==> config.mk <==
export PLATFORM = sky130hd
export DESIGN_NAME = mem_pipe_flat
export DESIGN_NICKNAME = d
export VERILOG_FILES = /design/src/rtl/mem_pipe_if.sv /design/src/rtl/mem_pipe.sv /design/src/flat_wrapper.sv
export SDC_FILE = /design/constraint.sdc
export NUM_CORES = 1
export LEC_CHECK = 0
export ABC_CLOCK_PERIOD_IN_PS = 2300
export CAP_MARGIN = 20
export CORE_ASPECT_RATIO = 0.7
export CORE_UTILIZATION = 30
export DETAILED_ROUTE_END_ITERATION = 6
export RECOVER_POWER = 50
export SLEW_MARGIN = 20
export SYNTH_ARGS = -nofsm -noshare
export SYNTH_HDL_FRONTEND = slang
export SYNTH_SLANG_ARGS = --single-unit
==> constraint.sdc <==
create_clock -name clk -period 2.3 [get_ports clk]
set_clock_uncertainty 0.1 [all_clocks]
set_input_delay 0.46 -clock clk [delete_from_list [all_inputs] [get_ports clk]]
set_output_delay 0.46 -clock clk [all_outputs]
set_load 0.01 [all_outputs]
==> src/rtl/mem_pipe_if.sv <==
// Request/response bus for mem_pipe: valid/ready request channel, fixed-latency
// read response channel and the init-complete flag.
interface mem_pipe_if #(
  parameter int unsigned DATA_WIDTH = 8,
  parameter int unsigned ADDR_WIDTH = 5
);
  logic                  req_valid;
  logic                  req_ready;
  logic                  req_write;
  logic [ADDR_WIDTH-1:0] req_addr;
  logic [DATA_WIDTH-1:0] req_wdata;
  logic                  rsp_valid;
  logic [DATA_WIDTH-1:0] rsp_rdata;
  logic                  init_done;

  modport master (
    output req_valid, req_write, req_addr, req_wdata,
    input  req_ready, rsp_valid, rsp_rdata, init_done
  );

  modport slave (
    input  req_valid, req_write, req_addr, req_wdata,
    output req_ready, rsp_valid, rsp_rdata, init_done
  );
endinterface

==> src/rtl/mem_pipe.sv <==
// Single-port data memory with valid/ready requests and an RD_LATENCY read pipeline.
// Define MEM_INIT_EN to add the post-reset clear sequencer (array zeroed after every reset).
module mem_pipe #(
  parameter int unsigned DATA_WIDTH = 8,
  parameter int unsigned ADDR_WIDTH = 5,
  parameter int unsigned RD_LATENCY = 1
) (
  input  logic      clk,
  input  logic      rst_n,
  mem_pipe_if.slave bus
);
  localparam int unsigned DEPTH = 1 << ADDR_WIDTH;

  typedef enum logic [0:0] {
    ST_INIT = 1'b0,
    ST_RUN  = 1'b1
  } state_t;

  state_t                r_state;
  logic                  r_req_ready;
  logic                  r_init_done;
  logic [DATA_WIDTH-1:0] r_mem [DEPTH];
  logic [RD_LATENCY-1:0] r_pipe_vld;
  logic [DATA_WIDTH-1:0] r_pipe_data [RD_LATENCY];
  logic                  r_rsp_valid;
  logic [DATA_WIDTH-1:0] r_rsp_rdata;

  logic                  w_accept;
  logic                  w_rd_accept;
  logic                  w_mem_we;
  logic [ADDR_WIDTH-1:0] w_mem_addr;
  logic [DATA_WIDTH-1:0] w_mem_wdata;

  assign w_accept    = bus.req_valid && r_req_ready;
  assign w_rd_accept = w_accept && !bus.req_write;

`ifdef MEM_INIT_EN
  localparam int unsigned CNT_W = ADDR_WIDTH + 1;

  logic [CNT_W-1:0] r_cnt;
  logic             w_cnt_last;

  // MSB stays clear during the sweep; the all-ones address marks the final clear write
  assign w_cnt_last = !r_cnt[ADDR_WIDTH] && (r_cnt[ADDR_WIDTH-1:0] == {ADDR_WIDTH{1'b1}});

  always_ff @(posedge clk or negedge rst_n) begin
    if (!rst_n) begin
      r_state     <= ST_INIT;
      r_cnt       <= '0;
      r_req_ready <= 1'b0;
      r_init_done <= 1'b0;
    end else begin
      case (r_state)
        ST_INIT: begin
          r_cnt <= r_cnt + CNT_W'(1);
          if (w_cnt_last) begin
            r_state     <= ST_RUN;
            r_req_ready <= 1'b1;
            r_init_done <= 1'b1;
          end
        end
        ST_RUN: begin
          r_state <= ST_RUN;
        end
        default: begin
          r_state     <= ST_INIT;
          r_req_ready <= 1'b0;
          r_init_done <= 1'b0;
        end
      endcase
    end
  end
`else
  // No clear sweep: usable from the first edge after reset release
  always_ff @(posedge clk or negedge rst_n) begin
    if (!rst_n) begin
      r_state     <= ST_INIT;
      r_req_ready <= 1'b0;
      r_init_done <= 1'b0;
    end else begin
      case (r_state)
        ST_INIT: begin
          r_state     <= ST_RUN;
          r_req_ready <= 1'b1;
          r_init_done <= 1'b1;
        end
        ST_RUN: begin
          r_state <= ST_RUN;
        end
        default: begin
          r_state     <= ST_INIT;
          r_req_ready <= 1'b0;
          r_init_done <= 1'b0;
        end
      endcase
    end
  end
`endif

  // Array write port: clear sweep during INIT, accepted writes during RUN
  always_comb begin
    w_mem_we    = w_accept && bus.req_write;
    w_mem_addr  = bus.req_addr;
    w_mem_wdata = bus.req_wdata;
`ifdef MEM_INIT_EN
    if (r_state == ST_INIT) begin
      w_mem_we    = 1'b1;
      w_mem_addr  = r_cnt[ADDR_WIDTH-1:0];
      w_mem_wdata = '0;
    end
`endif
  end

  always_ff @(posedge clk) begin
    if (w_mem_we) begin
      r_mem[w_mem_addr] <= w_mem_wdata;
    end
  end

  // Read data captured at accept, then shifted; output data only moves with a valid beat
  always_ff @(posedge clk or negedge rst_n) begin
    if (!rst_n) begin
      r_pipe_vld <= '0;
      for (int k = 0; k < RD_LATENCY; k++) begin
        r_pipe_data[k] <= '0;
      end
      r_rsp_valid <= 1'b0;
      r_rsp_rdata <= '0;
    end else begin
      r_pipe_vld[0] <= w_rd_accept;
      if (w_rd_accept) begin
        r_pipe_data[0] <= r_mem[bus.req_addr];
      end
      for (int k = 1; k < RD_LATENCY; k++) begin
        r_pipe_vld[k] <= r_pipe_vld[k-1];
        if (r_pipe_vld[k-1]) begin
          r_pipe_data[k] <= r_pipe_data[k-1];
        end
      end
      r_rsp_valid <= r_pipe_vld[RD_LATENCY-1];
      if (r_pipe_vld[RD_LATENCY-1]) begin
        r_rsp_rdata <= r_pipe_data[RD_LATENCY-1];
      end
    end
  end

  assign bus.req_ready = r_req_ready;
  assign bus.init_done = r_init_done;
  assign bus.rsp_valid = r_rsp_valid;
  assign bus.rsp_rdata = r_rsp_rdata;
endmodule

==> src/flat_wrapper.sv <==
// flat-port wrapper written by rule: the top's interface ports become plain ports
module mem_pipe_flat 
#(
  parameter int unsigned DATA_WIDTH = 8,
  parameter int unsigned ADDR_WIDTH = 5,
  parameter int unsigned RD_LATENCY = 1
)
  (clk, rst_n, bus_req_valid, bus_req_write, bus_req_addr, bus_req_wdata, bus_req_ready, bus_rsp_valid, bus_rsp_rdata, bus_init_done);
  mem_pipe_if #(.DATA_WIDTH(DATA_WIDTH), .ADDR_WIDTH(ADDR_WIDTH)) bus_i ();
  input  logic clk;
  input  logic rst_n;
  input wire logic [$bits(bus_i.req_valid)-1:0] bus_req_valid;
  input wire logic [$bits(bus_i.req_write)-1:0] bus_req_write;
  input wire logic [$bits(bus_i.req_addr)-1:0] bus_req_addr;
  input wire logic [$bits(bus_i.req_wdata)-1:0] bus_req_wdata;
  output wire logic [$bits(bus_i.req_ready)-1:0] bus_req_ready;
  output wire logic [$bits(bus_i.rsp_valid)-1:0] bus_rsp_valid;
  output wire logic [$bits(bus_i.rsp_rdata)-1:0] bus_rsp_rdata;
  output wire logic [$bits(bus_i.init_done)-1:0] bus_init_done;
  assign bus_i.req_valid = bus_req_valid;
  assign bus_i.req_write = bus_req_write;
  assign bus_i.req_addr = bus_req_addr;
  assign bus_i.req_wdata = bus_req_wdata;
  assign bus_req_ready = bus_i.req_ready;
  assign bus_rsp_valid = bus_i.rsp_valid;
  assign bus_rsp_rdata = bus_i.rsp_rdata;
  assign bus_init_done = bus_i.init_done;
  mem_pipe #(.DATA_WIDTH(DATA_WIDTH), .ADDR_WIDTH(ADDR_WIDTH), .RD_LATENCY(RD_LATENCY)) u_core (.clk(clk), .rst_n(rst_n), .bus(bus_i));
endmodule
==> flow_metrics.tcl, run 1 <==
set metrics [dict create \
    status "complete, but fails checks" \
    failed_checks "capacitance limit, slew limit" \
    clock_path_buffers 3 \
    arrival_ps 2520 \
    grt_pass1_wl_um 39700 \
    io_buffers 27 \
    dp_cells 1201 \
    rows 58 \
    grt_max_degree 33 \
    pwr-share-comb_pct 7.0 \
    cts-buffers-inserted 26 \
    htreeDepth 1 \
    instances_no_fill 1249 \
    avgRoutedWirePerCell_um 21.7 \
    n_antenna_cell 0 \
    synthToLayoutAreaGrowth_pct 23.3 \
    gp_congestion 0.888 \
    cts.clk_slew.worst_paths_ps 70 \
    vias 6086 \
    yosysSeqAreaShare_pct 75.1 \
    max_stage_delay_ps 730 \
    ios 28 \
    cts_tree "built" \
    p_leak_nw 4.67 \
    synth_cells 594 \
    cts_setup_buffers 0 \
    synth_ff_type "edfxtp_1" \
    async_flop_share_pct 7.25 \
    fp.dieW_um 230 \
    die_h_um 162 \
    seqPwrFrac_pct 53.7 \
    synth_xor_area_share_pct 0 \
    setup_viol 0 \
    synthSimpleGateAreaFrac_pct 5.87 \
    gr-total-overflow 0 \
    synth_top_family_by_area "multiplexers" \
    critPathLaunchType "primary input" \
    power_density_mw_per_mm2 780 \
    slew_headroom_pct -5.70 \
    finalSetupTns_ps 0 \
    start_util_pct 30.4 \
    synth_edf_count 256 \
    p_int_w 0.00822 \
    cts_num_sinks 276 \
    synth_adder_area_share_pct 0 \
    viasPerCell 4.87 \
    drt_iter0_drc 680 \
    drtAntennaViolNets 0 \
    min_path_type "reg -> reg" \
    fmax_mhz 463 \
    yosysWarnings 0 \
    hold_buffers 0 \
    postCtsResizedCells 0 \
    fin_nets 766 \
    synthMuxAreaShare_pct 13.6 \
    synth_nets 611 \
    tightest_slew_ps 1590 \
    vdd_ir_drop_max_uv 505 \
    synthDistinctLibCells 51 \
    hold_viol 0 \
    core_mm2 0.0358 \
    crit_path_max_fanout 18 \
    ys_ff_latch 276 \
    dp_hpwl_um 18600 \
    grt_pass1_vias 5832 \
    netlist_area_mm2 0.0109 \
    fill_cells 3354 \
    criticalPathCategory "in -> reg" \
    cp_slowest_cell "or4b_2" \
    final_layout_size_suffix_gt1_share_pct 27.3 \
    grt_use_total_pct 14.6 \
    insertion_delay_ps 540 \
    drt_wl_total_um 27100 \
    clkPwrFrac_pct 39.4 \
    end_kind "register" \
    antenna_found_initial 0 \
    path_cells "clkdlybuf4s50_1 > buf_4 > or4b_2 > o22ai_1 > nor4_1 > a31oi_1" \
    path_buf_inv 2 \
    hold_ws_ps 317 \
    die-area_mm2 0.0371 \
    cap_violations 1 \
    required_ps 2660 \
    post-route-period-util_pct 93.9 \
    drt_pass1_iterations 5 \
    switchingPower_w 0.00227 \
    drc 0 \
    synth-compound-area-share_pct 3.22 \
    min_period_ps 2160 \
    switching_share_pct 21.6 \
    maxSlewViolCount 33 \
    rsz0062_at_grt "no" \
    clockRootBuffer "clkbuf_16" \
    avgSynthCellArea_um2 18.4 \
    path_delay_family "simple AND/OR/NAND/NOR gates" \
]
-- logic make-up (layout without fill, tap and decap cells) --
kind of cell / Yosys count / after routing
flip-flops: 276 / 276
AND/OR/NAND/NOR: 118 / 118
multiplexers: 109 / 109
AO/OA/AOI/OAI: 51 / 51
buffers and inverters: 39 / 214
other: 1 / 1
-- placed cells by master, fill, tap and decap left out, types with 8 or more instances in the layout --
cell type,count
dfrtp_1,20
buf_4,122
edfxtp_1,256
dlygate4sd3_1,9
clkbuf_16,27
mux2i_1,71
clkbuf_1,8
o22ai_1,24
nand2_1,12
mux4_2,19
clkdlybuf4s50_1,15
mux2_2,10
nor2_1,38
nand3_1,10
mux4_1,9
-- synth_stat cells, drive strengths merged, types with 7 or more instances --
master  number  area, µm²
o22ai       24        150
buf         24        180
mux2        10        113
mux4        28        664
mux2i       71        711
nand3       10       50.1
clkbuf      13       48.8
dfrtp       20        500
nor2        44        165
edfxtp     256       7690
nand2b       7       43.8
nand2       12       45.0
-- power by group through the flow --
stage	clock (W)	sequential, W	combinational [W]
floorplan	0	0.00572	0.000321
global placement	0	0.00573	0.000729
detailed placement	0	0.00574	0.000737
CTS	0.00419	0.00563	0.000739
global route	0.00439	0.00564	0.000780
finish	0.00413	0.00563	0.000730
-- layout make-up --
class | count | area, µm² | area share, %
timing repair buffer | 164 | 1350 | 10.0
sequential | 276 | 8190 | 60.9
clock inverter | 13 | 85.1 | 0.632
tap | 480 | 601 | 4.46
multi-input combinational | 279 | 2500 | 18.6
inverter | 2 | 7.51 | 0.0558
clock buffer | 35 | 726 | 5.39
-- sequential cells by signal (all words and copies together), names as in the netlist --
name                  cells
u_core.bus.rsp_rdata      8
u_core.r_pipe_vld         1
u_core.r_state            1
u_core.r_pipe_data        8
u_core.bus.rsp_valid      1
u_core.bus.init_done      1
u_core.r_mem            256
-- routing by layer --
layer	global-route usage [%]	vias up	routed length (µm)
met1	23.7	3147	13400
li1	-	2695	-
met5	0	-	0
met2	19.4	221	10900
met3	4.03	23	2520
met4	1.81	0	286
-- final timing paths --
kind | to | start | slack [ps] | depth (start not counted)
worst max register to register | u_core.r_mem[26][3]$_DFFE_PP_ | u_core.bus.init_done$_DFFE_PN0N_ | 180 | 5
min in group asynchronous | u_core.bus.rsp_valid$_DFF_PN0_ | rst_n | 570 | 2
worst max-delay path | u_core.r_pipe_data[5]$_DFFE_PN0P_ | bus_req_addr[2] | 140 | 6
worst min register to register | u_core.bus.init_done$_DFFE_PN0N_ | u_core.r_state$_DFF_PN0_ | 320 | 1
max in group asynchronous | u_core.bus.rsp_rdata[7]$_DFFE_PN0P_ | rst_n | 840 | 2
worst min-delay path | u_core.bus.init_done$_DFFE_PN0N_ | u_core.r_state$_DFF_PN0_ | 320 | 1
-- stage by stage --
step	total power, W	utilization [%]	area (µm²)	worst slack [ps]
floorplan	0.00604	-	10900	-69.8
global placement	0.00646	35.3	12700	-376
detailed placement	0.00647	35.3	12700	-390
CTS	0.0106	37.6	13500	174
global route	0.0108	37.5	13500	62.5
finish	0.0105	37.5	13500	140
Power figures use the tool's default switching activity.
==> run 2, diff against run 1 <==
Settings changed: GPL_TIMING_DRIVEN set to 0, PLACE_DENSITY set to 0.49.
==> run 2 against run 1 <==
The flow still finishes with violations (capacitance limit, slew limit). Combinational power is 5.2% higher. Fmax shrank 1.5%. Wire length increased by 7.5%. Global-route usage grew 1.2 points. Cell area grew 1.8%. Sequential share of layout area down 1.1 points. Count of clock-buffer cells in the layout grew 2. Register-to-register slack gained 90 ps. Sequential power is essentially flat. Cell count is 4.5% lower. Largest cell class unchanged. Highest routed layer unchanged.
==> flow_metrics.tcl, run 2 (same netlist as run 1, synthesis figures left out) <==
set metrics [dict create \
    status "complete, but fails checks" \
    failed_checks "capacitance limit, slew limit" \
    vdd_ir_drop_max_uv 491 \
    final_cell_mix "256 x edfxtp_1, 70 x mux2i_1, 32 x nor2_4" \
    insertion_delay_ps 550 \
    grt_max_degree 33 \
    min_to "u_core.bus.rsp_valid$_DFF_PN0_" \
    vias 6010 \
    grtUsageMet3_pct 4.11 \
    min_path_cells 0 \
    criticalPathCategory "in -> reg" \
    clock_path_buffers 3 \
    slew_headroom_pct -11.5 \
    rsz0062_at_grt "yes" \
    fin_nets 708 \
    min_period_ps 2190 \
    p_leak_nw 4.52 \
    drt_wl_total_um 29100 \
    grt_use_total_pct 15.8 \
    cts.clk_slew.worst_paths_ps 60 \
    clockRootBuffer "clkbuf_16" \
    grt_pass1_vias 6160 \
    crit_path_max_fanout 10 \
    drtAntennaViolNets 0 \
    arrival_ps 2480 \
    dp_hpwl_um 19100 \
    worst-r2r-setup-slack_ps 270 \
    final_layout_size_suffix_gt1_share_pct 27.0 \
    avgRoutedWirePerCell_um 24.4 \
    min_path_type "reg -> reg" \
    antenna_found_initial 1 \
    fmax_mhz 456 \
    largest_reg_flops 256 \
    gp_congestion 0.911 \
    power_density_mw_per_mm2 786 \
    worstReg2RegStart "u_core.bus.init_done$_DFFE_PN0N_" \
    grt_pass1_wl_um 42300 \
    grt.met2_usage_pct 23.3 \
    post-route-period-util_pct 95.3 \
    cts_tree "built" \
    dp_cells 1100 \
    io_buffers 26 \
    ios 28 \
    htreeDepth 1 \
    seq_area_mm2 0.00819 \
    multiInputGateArea_mm2 0.00288 \
    end_kind "register" \
    top_register "u_core.r_mem" \
    synthToLayoutAreaGrowth_pct 25.6 \
    hp-start "u_core.r_pipe_vld$_DFF_PN0_" \
    cap_violations 7 \
    maxSlewViolCount 231 \
    rows 58 \
    start_util_pct 30.4 \
    fp.dieW_um 230 \
    r2r_cells 5 \
    drc 0 \
    hold_viol 0 \
    drt_pass1_iterations 5 \
    die_h_um 162 \
    die-area_mm2 0.0371 \
    critPathLaunchType "primary input" \
    r2r_end "u_core.r_pipe_data[3]$_DFFE_PN0P_" \
    crit_start "bus_req_addr[0]" \
    core_mm2 0.0358 \
    setup_viol 0 \
    viasPerCell 5.04 \
    mostFrequentLayoutCell "edfxtp_1" \
    final_util_pct 38.2 \
    final_area_mm2 0.0137 \
    cts_num_sinks 276 \
    instances_no_fill 1193 \
    gr-total-overflow 0 \
    busiest_layer "met1" \
    tightest_slew_ps 1670 \
    met1_usage_pct 23.4 \
    drt_iter0_drc 547 \
    fill_cells 3309 \
    cts-buffers-inserted 27 \
    dpl_cell_area_mm2 0.0118 \
    required_ps 2580 \
]
-- run 2: cell types whose count changed in the layout (fill, tap and decap cells not counted), sizes merged --
cell           before  now
buf               131   70
clkbuf             44   54
dlygate4sd3         9    1
dlymetal6s2s        0    4
clkinv             11    8
bufinv              1    3
clkdlybuf4s50      15   13
clkinvlp            0    1
diode               0    1
-- run 2: area by class of cell --
type,count,share of cell area (%)
Antenna cell,1,0.0183
Buffer,33,2.53
Clock buffer,37,5.21
Clock inverter,13,1.03
Inverter,2,0.0548
Multi-Input combinational cell,279,21.1
Sequential cell,276,59.8
Tap cell,480,4.39
Timing Repair Buffer,72,5.93
-- run 2: metal layers --
layer  up-vias  share of wire [%]
met5         -                  0
met4         0                1.9
met3        37                7.2
met2       196                 44
met1      3171                 47
li1       2606                  -
-- run 2: metrics by stage --
stage          setup WS [ps]  power (W)  hold slack (ps)  TNS, ps
2_1_floorplan          -69.8    0.00604             64.4   -13470
3_3_place_gp           -1990    0.00640              261  -366540
3_5_place_dp           -2080    0.00641              283  -366790
4_1_cts                 16.7     0.0108              298        0
5_1_grt                -20.5     0.0111              319    -20.5
6_report                 108     0.0108              298        0
-- run 2: how the worst max path moves through the flow --
stage	to	slack, ps	cells after the start
finish	u_core.r_pipe_data[5]$_DFFE_PN0P_	110	9
global route	u_core.r_pipe_data[5]$_DFFE_PN0P_	-20	9
CTS	u_core.r_pipe_data[1]$_DFFE_PN0P_	20	7
detailed placement	u_core.r_mem[7][2]$_DFFE_PP_	-2080	7
global placement	u_core.r_mem[7][2]$_DFFE_PP_	-1990	7
floorplan	u_core.r_mem[14][0]$_DFFE_PP_	-70	7
-- run 2: what timing repair did --
item                                    4_1_cts  5_1_grt
endpoints found under the setup margin      264      112
endpoints found under the hold margin         0       20
hold buffers                                  0        1
pin swaps                                    29        8
resized for setup                           107       28
setup buffers                                36        9
-- run 2: critical path: stages --
cell	delay (ps)
buf_6	150
buf_12	170
buf_8	200
buf_8	190
buf_8	200
mux2i_1	230
o22ai_1	170
nor4_4	530
a31oi_1	150
-- run 2: report_power, final --
| group | leakage (nW) | internal [W] | switching [W] | total, W |
|---|---|---|---|---|
| logic | 1.58 | 0.000324 | 0.000445 | 0.000768 |
| registers | 2.53 | 0.00557 | 0.0000513 | 0.00562 |
| clock network | 0.414 | 0.00251 | 0.00186 | 0.00437 |
==> run 3, diff against run 2 <==
Settings changed: CORE_MARGIN set to 5, HOLD_SLACK_MARGIN set to 0.02.
==> run 3 against run 2 <==
The run still ends with capacitance limit, slew limit left. Flip-flop and latch count is the same. Via count grew 0.47%. Register-to-register slack is essentially flat. Largest power group unchanged. Combinational power grew 3.0%. Worst setup slack lost 100 ps. Non-clock buffer count shrank 2. Highest routed layer unchanged. Sequential power is essentially flat.
==> flow_metrics.tcl, run 3 (same netlist as run 1, synthesis figures left out) <==
set metrics [dict create \
    status "complete, but fails checks" \
    failed_checks "capacitance limit, slew limit" \
    rsz0062_at_grt "no" \
    viasPerCell 5.10 \
    final_util_pct 38.1 \
    grt_pass1_vias 6148 \
    n_antenna_cell 0 \
    avgRoutedWirePerCell_um 24.9 \
    final_cell_mix "256 x edfxtp_1, 68 x mux2i_1, 32 x nor2_4" \
    tightest_slew_ps 1750 \
    min_period_ps 2290 \
    min_path_type "reg -> reg" \
    mostFrequentLayoutCell "edfxtp_1" \
    die_h_um 170 \
    die-area_mm2 0.0403 \
    path_cells "clkdlybuf4s50_1 > buf_6 > buf_8 > buf_6 > nand4b_1 > o22ai_2 > nor4_4 > a31oi_1" \
    grt.met2_usage_pct 21.1 \
    clock_path_buffers 3 \
    critPathLaunchType "primary input" \
    hold_ws_ps 295 \
    cp_slowest_cell "clkdlybuf4s50_1" \
    ios 28 \
    crit_path_max_fanout 10 \
    cts_tree "built" \
    fmax_mhz 436 \
    drtAntennaViolNets 0 \
    antenna_found_initial 0 \
    core_mm2 0.0359 \
    slew_headroom_pct -16.4 \
    r2r_end "u_core.r_pipe_data[0]$_DFFE_PN0P_" \
    gp_congestion 0.864 \
    crit_path_frequent_cell "buf_6" \
    path_delay_family "buffers and inverters" \
    power_density_mw_per_mm2 758 \
    drt_pass1_iterations 5 \
    hold_viol 0 \
    p_leak_nw 4.46 \
    start_util_pct 30.4 \
    place_ws_ps -1990 \
    grt_pass1_wl_um 42400 \
    worstReg2RegStart "u_core.bus.init_done$_DFFE_PN0N_" \
    vias 6038 \
    drt_iter0_drc 574 \
    crit_start "bus_req_addr[4]" \
    drt_wl_total_um 29500 \
    r2r_cells 5 \
    seq_area_mm2 0.00819 \
    fill_cells 3292 \
    hp-start "u_core.r_pipe_vld$_DFF_PN0_" \
    largest_reg_flops 256 \
    post-route-period-util_pct 99.7 \
    setup_viol 0 \
    top_register "u_core.r_mem" \
    setup_ws_ps 7.50 \
    gr-total-overflow 0 \
    vdd_ir_drop_max_uv 591 \
    end_kind "register" \
    maxSlewViolCount 198 \
    final_layout_size_suffix_gt1_share_pct 27.6 \
    grt_max_degree 33 \
    rows 58 \
    criticalPathCategory "in -> reg" \
    fp.dieW_um 238 \
    synthToLayoutAreaGrowth_pct 25.6 \
    cts.clk_slew.worst_paths_ps 60 \
    min_path_cells 0 \
    instances_no_fill 1183 \
    drc 0 \
    min_to "u_core.bus.rsp_valid$_DFF_PN0_" \
    cts-buffers-inserted 27 \
    insertion_delay_ps 540 \
    htreeDepth 1 \
    busiest_layer "met1" \
    dp_cells 1101 \
    path_buf_inv 4 \
    grt_use_total_pct 14.4 \
    max_stage_delay_ps 520 \
    io_buffers 26 \
    worst-r2r-setup-slack_ps 260 \
    cap_violations 6 \
    cts_num_sinks 276 \
    multiInputGateArea_mm2 0.00297 \
    arrival_ps 2580 \
    clockRootBuffer "clkbuf_16" \
    fin_nets 706 \
    met1_usage_pct 21.9 \
    grtUsageMet3_pct 4.08 \
    required_ps 2580 \
    dp_hpwl_um 19400 \
]
## run 3: changes by cell type in the layout (fill, tap and decap cells not counted), moves of 3 or more
| cell | before | now |
|---|---|---|
| o22ai_2 | 5 | 10 |
| clkdlybuf4s50_1 | 13 | 16 |
| clkbuf_1 | 23 | 19 |
| o22ai_1 | 19 | 14 |
| bufinv_16 | 3 | 0 |
| dlymetal6s2s_1 | 4 | 1 |
| buf_4 | 30 | 24 |
## run 3: worst max-delay path by stage
stage,to,cells past startpoint
detailed placement,u_core.r_mem[7][2]$_DFFE_PP_,7
CTS,u_core.r_pipe_data[5]$_DFFE_PN0P_,8
global placement,u_core.r_mem[7][2]$_DFFE_PP_,7
floorplan,u_core.r_mem[14][0]$_DFFE_PP_,7
global route,u_core.r_pipe_data[5]$_DFFE_PN0P_,8
finish,u_core.r_pipe_data[2]$_DFFE_PN0P_,8
## run 3: stage by stage
step | total power, W | area [µm²] | TNS (ps)
4_1_cts | 0.0104 | 13500 | 0
3_5_place_dp | 0.00641 | 11800 | -363190
5_1_grt | 0.0107 | 13700 | 0
2_1_floorplan | 0.00604 | 10900 | -13470
3_3_place_gp | 0.00640 | 11800 | -364450
6_report | 0.0104 | 13700 | 0
## run 3: cell type report
class                   instances  share of cell area, %
flip-flops and latches        276                   59.8
plain buffers                  33                   2.62
repair buffers                 70                   5.87
inverters                       2                 0.0822
well taps                     480                   4.38
clock buffers                  34                   5.20
multi-input cells             279                   21.7
clock inverters                 9                  0.374
## run 3: metal layers
metal  share of wire [%]  vias up
met5                   0        -
met4                 1.7        0
met3                 7.6       39
met2                  43      203
met1                  47     3206
li1                    -     2590
## run 3: timing repair
item / CTS / global route
hold endpoints to repair: 0 / 20
cloned: 0 / 0
pin swaps: 27 / 9
setup buffers: 33 / 9
setup endpoints to repair: 264 / 96
gates resized for setup: 105 / 42
hold buffers: 0 / 1
## run 3: where the power goes
group	leakage, nW	switching [W]	total (W)	internal, W
Sequential	2.53	0.0000503	0.00562	0.00557
Clock	0.376	0.00180	0.00397	0.00217
Combinational	1.56	0.000457	0.000791	0.000334
Total	4.46	0.00231	0.0104	0.00808
